[src/rtl/oclib_bc_serial_tx.sv]
// Transmit half of the 1-bit asynchronous byte-channel link.
// Accepts a byte on ready/valid and sends it LSB first as start/data/stop.
// It then waits for the receiver's toggle-ack before accepting the next byte.
// Optional feature macro: OCLIB_BC_SERIAL_TX_ACK_TIMEOUT_EN (bounded WAIT_ACK with sticky ackTimeout).
module oclib_bc_serial_tx #(
  parameter int unsigned Width            = 8,
  parameter int unsigned BitCycles        = 16,
  parameter int unsigned SyncStages       = 2,
  parameter int unsigned AckTimeoutCycles = 4096
) (
  input  logic             clock,
  input  logic             reset,
  input  logic [Width-1:0] inData,
  input  logic             inValid,
  output logic             inReady,
  output logic             outData,
  input  logic             outAck,
  output logic             ackTimeout
);

  localparam int unsigned CntW = $clog2(BitCycles);
  localparam int unsigned IdxW = $clog2(Width + 1);

  // Reject parameter values the framing cannot support.
  if (Width < 1 || Width > 16 || BitCycles < 2 || SyncStages < 2 || AckTimeoutCycles < 1) begin : gBadParams
    $error("oclib_bc_serial_tx: illegal parameter value");
  end

  typedef enum logic [2:0] {IDLE, START, DATA, STOP, WAIT_ACK} state_t;

  state_t                state, stateNxt;
  logic [CntW-1:0]       bitCnt, bitCntNxt;
  logic [IdxW-1:0]       bitIdx, bitIdxNxt;
  logic [Width-1:0]      shift, shiftNxt;
  logic [SyncStages-1:0] ackSync;
  logic                  ackSeen, ackSeenNxt;
  logic                  outDataNxt, inReadyNxt;
  logic                  ackPending, bitDone, toHit;

  assign ackPending = (ackSync[SyncStages-1] != ackSeen);
  assign bitDone    = (bitCnt == CntW'(BitCycles - 1));

`ifdef OCLIB_BC_SERIAL_TX_ACK_TIMEOUT_EN
  localparam int unsigned ToW = $clog2(AckTimeoutCycles + 1);
  logic [ToW-1:0] toCnt;

  assign toHit = (toCnt == ToW'(AckTimeoutCycles - 1));

  // Count WAIT_ACK cycles without an ack; the flag stays set until reset.
  always_ff @(posedge clock or negedge reset) begin
    if (!reset) begin
      toCnt      <= '0;
      ackTimeout <= 1'b0;
    end else begin
      if (state == WAIT_ACK && !ackPending && !toHit) toCnt <= toCnt + ToW'(1);
      else                                            toCnt <= '0;
      if (state == WAIT_ACK && !ackPending && toHit) ackTimeout <= 1'b1;
    end
  end
`else
  assign toHit      = 1'b0;
  assign ackTimeout = 1'b0;
`endif

  // Bring the asynchronous toggle-ack into the clock domain.
  always_ff @(posedge clock or negedge reset) begin
    if (!reset) ackSync <= '0;
    else        ackSync <= {ackSync[SyncStages-2:0], outAck};
  end

  // State register.
  always_ff @(posedge clock or negedge reset) begin
    if (!reset) state <= IDLE;
    else        state <= stateNxt;
  end

  // Next-state, datapath and registered-output next values.
  always_comb begin
    stateNxt   = state;
    bitCntNxt  = bitCnt;
    bitIdxNxt  = bitIdx;
    shiftNxt   = shift;
    ackSeenNxt = ackSeen;
    outDataNxt = 1'b1;
    unique case (state)
      IDLE: begin
        if (inValid && inReady) begin
          shiftNxt  = inData;
          bitCntNxt = '0;
          bitIdxNxt = '0;
          stateNxt  = START;
        end
      end
      START: begin
        outDataNxt = 1'b0;
        if (bitDone) begin
          bitCntNxt = '0;
          stateNxt  = DATA;
        end else begin
          bitCntNxt = bitCnt + CntW'(1);
        end
      end
      DATA: begin
        outDataNxt = shift[0];
        if (bitDone) begin
          bitCntNxt = '0;
          shiftNxt  = shift >> 1;
          bitIdxNxt = bitIdx + IdxW'(1);
          if (bitIdx == IdxW'(Width - 1)) stateNxt = STOP;
        end else begin
          bitCntNxt = bitCnt + CntW'(1);
        end
      end
      STOP: begin
        if (bitDone) begin
          bitCntNxt = '0;
          stateNxt  = WAIT_ACK;
        end else begin
          bitCntNxt = bitCnt + CntW'(1);
        end
      end
      WAIT_ACK: begin
        if (ackPending) begin
          ackSeenNxt = ackSync[SyncStages-1];
          stateNxt   = IDLE;
        end else if (toHit) begin
          stateNxt = IDLE;
        end
      end
      default: stateNxt = IDLE;
    endcase
    inReadyNxt = (stateNxt == IDLE);
  end

  // Datapath and output registers; outData lags the state by one cycle.
  always_ff @(posedge clock or negedge reset) begin
    if (!reset) begin
      bitCnt  <= '0;
      bitIdx  <= '0;
      shift   <= '0;
      ackSeen <= 1'b0;
      outData <= 1'b1;
      inReady <= 1'b0;
    end else begin
      bitCnt  <= bitCntNxt;
      bitIdx  <= bitIdxNxt;
      shift   <= shiftNxt;
      ackSeen <= ackSeenNxt;
      outData <= outDataNxt;
      inReady <= inReadyNxt;
    end
  end

endmodule

[config.mk]
export PLATFORM = sky130hd
export DESIGN_NAME = oclib_bc_serial_tx
export DESIGN_NICKNAME = d
export VERILOG_FILES = /design/src/rtl/oclib_bc_serial_tx.sv
export SDC_FILE = /design/constraint.sdc
export NUM_CORES = 1
export LEC_CHECK = 0
export ABC_AREA = 1
export CAP_MARGIN = 20
export CORE_MARGIN = 10
export CORE_UTILIZATION = 54
export CTS_CLUSTER_DIAMETER = 50
export DETAILED_ROUTE_END_ITERATION = 8
export PLACE_DENSITY = 0.78
export SLEW_MARGIN = 25
export SYNTH_ARGS = -nofsm -noshare
export SYNTH_HDL_FRONTEND = slang
export SYNTH_SLANG_ARGS = --single-unit
[constraint.sdc]
create_clock -name clock -period 1.7 [get_ports clock]
set_input_delay 0.51 -clock clock [delete_from_list [all_inputs] [get_ports clock]]
set_output_delay 0.51 -clock clock [all_outputs]
set_load 0.02 [all_outputs]
==> insert_results.sql <==
INSERT INTO impl_metrics (metric_group, metric, value, unit) VALUES
('timing', 'setup_repair_after_global_routing_missed_its_margin', 'no', ''),
('clocking', 'cts.path.max_buffers', '2', ''),
('synthesis', 'postSynth.asyncResetShare', '100', '%'),
('floorplanning', 'initial_utilization', '56.8', '%'),
('grt', 'antenna_violations_before_repair', '0', ''),
('timing', 'timing.hold.ws', '0.377', 'ns'),
('routing', 'routed_length_per_placed_instance', '12.4', 'um'),
('synthesis', 'syn-mean-instance-area', '8.61', 'um^2'),
('routing', 'vias_per_cell', '5.08', ''),
('timing', 'finalMaxSlewViolations', '0', ''),
('synthesis', 'post_synth_inst_count', '146', ''),
('clocking', 'clkTransAtPathRegs', '0.13', 'ns'),
('synthesis', 'yosys_warnings', '0', ''),
('synthesis', 'post_synthesis_net_count', '160', ''),
('critical_path', 'capturing_point_of_the_worst_reg2reg_path', 'shift[7]$_DFFE_PN0P_', ''),
('final_layout', 'design.final.nets', '177', ''),
('min_path', 'path_class_of_the_lowest_slack_min_delay_path', 'reg -> reg', ''),
('timing', 'final_period_util', '93.3', '%'),
('clocking', 'post-cts-setup-buffer-count', '0', ''),
('floorplanning', 'die_y', '68.3', 'um'),
('timing', 'timing.clock.skew', '0.00496', 'ns'),
('place', 'io_buffer_count', '13', ''),
('synthesis', 'synth_flop_cell', 'sky130_fd_sc_hd__dfrtp_1', ''),
('min_path', 'min_delay_path_depth', '0', ''),
('grt', 'grt_util_overall', '11.0', '%'),
('critical_path', 'ff2ff_path_depth', '7', ''),
('synthesis', 'ys_seq_elements', '24', ''),
('critical_path', 'critical_path.cell_chain', 'dlygate4sd2_1', ''),
('status', 'result_of_the_run', 'complete, no violations', ''),
('critical_path', 'cp.buffers_inverters', '1', ''),
('synthesis', 'mappedNetlistArea', '1260', 'um^2'),
('job', 'cap_viol_max_count', '0', ''),
('final_layout', 'fillers', '180', ''),
('power_and_ir_drop', 'worst_ir_drop_vdd', '0.525', 'mV'),
('power_and_ir_drop', 'power.density_cell_area', '618', 'nW/um^2'),
('floorplanning', 'io_pins', '15', ''),
('critical_path', 'worst_setup_path_start_kind', 'register', ''),
('synthesis', 'synth_area_leader_cell', 'sky130_fd_sc_hd__dfrtp_1', ''),
('critical_path', 'worst_path_dominant_cell_family', 'flip-flops', ''),
('clocking', 'ctsHoldBuffers', '0', ''),
('place', 'gp_congestion', '0.824', ''),
('clocking', 'cts.sink_count', '24', ''),
('critical_path', 'peak_per_stage_delay_on_the_critical_path', '0.41', 'ns'),
('critical_path', 'crit_path_start', 'inReady$_DFF_PN0_', ''),
('routing', 'drt-initial-drc-count', '80', ''),
('clocking', 'cts_tree', 'yes', ''),
('timing', 'setup_viols_final', '0', ''),
('synthesis', 'synth_sequential_area_ratio', '47.9', '%'),
('floorplanning', 'die-width', '68.3', 'um'),
('routing', 'vias', '965', ''),
('synthesis', 'yosysUniqueCellTypes', '27', ''),
('critical_path', 'crit_path_end_kind', 'output pin', ''),
('routing', 'drtAntennaViolNets', '0', ''),
('timing', 'timing.final.hold_violations', '0', ''),
('final_layout', 'final_common_cell', 'sky130_fd_sc_hd__nand2_1', ''),
('grt', 'gr_ovfl_total', '0', ''),
('synthesis', 'synth_enable_flop_cells', '0', ''),
('grt', 'grt_max_degree', '25', ''),
('floorplanning', 'rows', '17', ''),
('critical_path', 'setup.worst_path.class', 'reg -> out', ''),
('critical_path', 'timing.rr.start', 'bitCnt[0]$_DFFE_PN0P_', ''),
('clocking', 'clk_root_buffer_cell', 'sky130_fd_sc_hd__clkbuf_4', ''),
('critical_path', 'critPathMaxFanout', '2', ''),
('power_and_ir_drop', 'power.leakage', '0.000689', 'uW'),
('clocking', 'htree_levels', '1', ''),
('floorplanning', 'fp.coreArea', '2210', 'um^2'),
('final_layout', 'synthToLayoutAreaGrowth', '12.8', '%'),
('timing', 'fmax', '630', 'MHz'),
('routing', 'remaining_drc_errors', '0', ''),
('critical_path', 'cp_data_arrival_time', '1.08', 'ns'),
('power_and_ir_drop', 'p_total', '876', 'uW');
flip-flops by register name (all words and copies together) (netlist names):
signal and cells:
shift 8, bitCnt 4, bitIdx 4, state 3, ackSync 2, ackSeen 1, inReady 1, outData 1
worst max-delay path by stage:
stage,cells past startpoint,to,slack [ns]
2_1_floorplan,8,shift[4]$_DFFE_PN0P_,0.36
3_3_place_gp,5,inReady$_DFF_PN0_,0.09
3_5_place_dp,5,shift[7]$_DFFE_PN0P_,0.07
4_1_cts,1,outData,0.008
5_1_grt,7,shift[7]$_DFFE_PN0P_,0.06
6_report,1,inReady,0.11
layout make-up:
type	instances	area, um^2	area share, %
inverter	20	77.6	5.47
sequential	24	602	42.4
multi-input combinational	99	539	38.0
timing repair buffer	15	139	9.79
clock buffer	4	26.3	1.85
tap	28	35.0	2.47
per-stage QoR:
| stage | utilization [%] | worst slack [ns] | instances | cell area (um^2) |
|---|---|---|---|---|
| after CTS | 64.3 | 0.00841 | 190 | 1420 |
| after detailed placement | 63.2 | 0.0745 | 186 | 1400 |
| after floorplan | - | 0.364 | 146 | 1260 |
| after global routing | 64.1 | 0.0622 | 190 | 1420 |
| final | 64.1 | 0.114 | 190 | 1420 |
| after global placement | 63.2 | 0.0899 | 186 | 1400 |
metal layers:
metal | track usage (%) | routed length [um] | vias to the layer above | share of wire (%)
li1 | - | - | 494 | -
met1 | 12.0 | 1000 | 449 | 43
met2 | 18.8 | 1200 | 18 | 51
met3 | 4.40 | 125 | 4 | 5.3
met4 | 4.27 | 25 | 0 | 1.1
met5 | 0 | 0 | - | 0
logic make-up after synthesis:
| logic type | share of synthesized area, % |
|---|---|
| buf+inv | 9.25 |
| fa+ha+maj | 1.99 |
| compound gates | 10.7 |
| other cells | 0.298 |
| xor+xnor | 1.39 |
| flops | 47.9 |
| simple gates | 28.5 |
where the power goes:
part | leakage [uW] | internal, uW | total [uW] | switching, uW
Sequential | 0.000291 | 573 | 575 | 1.29
Combinational | 0.000382 | 23.8 | 40.7 | 16.9
Clock | 0.0000150 | 91.7 | 261 | 169
Yosys cell counts (2+ instances only):
| cell | instances |
|---|---|
| sky130_fd_sc_hd__o21ai_1 | 5 |
| sky130_fd_sc_hd__inv_1 | 18 |
| sky130_fd_sc_hd__o21ai_0 | 6 |
| sky130_fd_sc_hd__dfrtp_1 | 23 |
| sky130_fd_sc_hd__nand2_4 | 2 |
| sky130_fd_sc_hd__nand3_1 | 13 |
| sky130_fd_sc_hd__a21oi_1 | 2 |
| sky130_fd_sc_hd__nand2_2 | 3 |
| sky130_fd_sc_hd__ha_1 | 2 |
| sky130_fd_sc_hd__o21ai_2 | 8 |
| sky130_fd_sc_hd__nor2_2 | 3 |
| sky130_fd_sc_hd__nor2_1 | 9 |
| sky130_fd_sc_hd__nand2_1 | 38 |
timing repair:
item,in CTS,in global routing
resized for setup,2,2
endpoints found under the setup margin,2,1
cloned,0,0
pin swaps,0,0
Power figures use the tool's default switching activity.
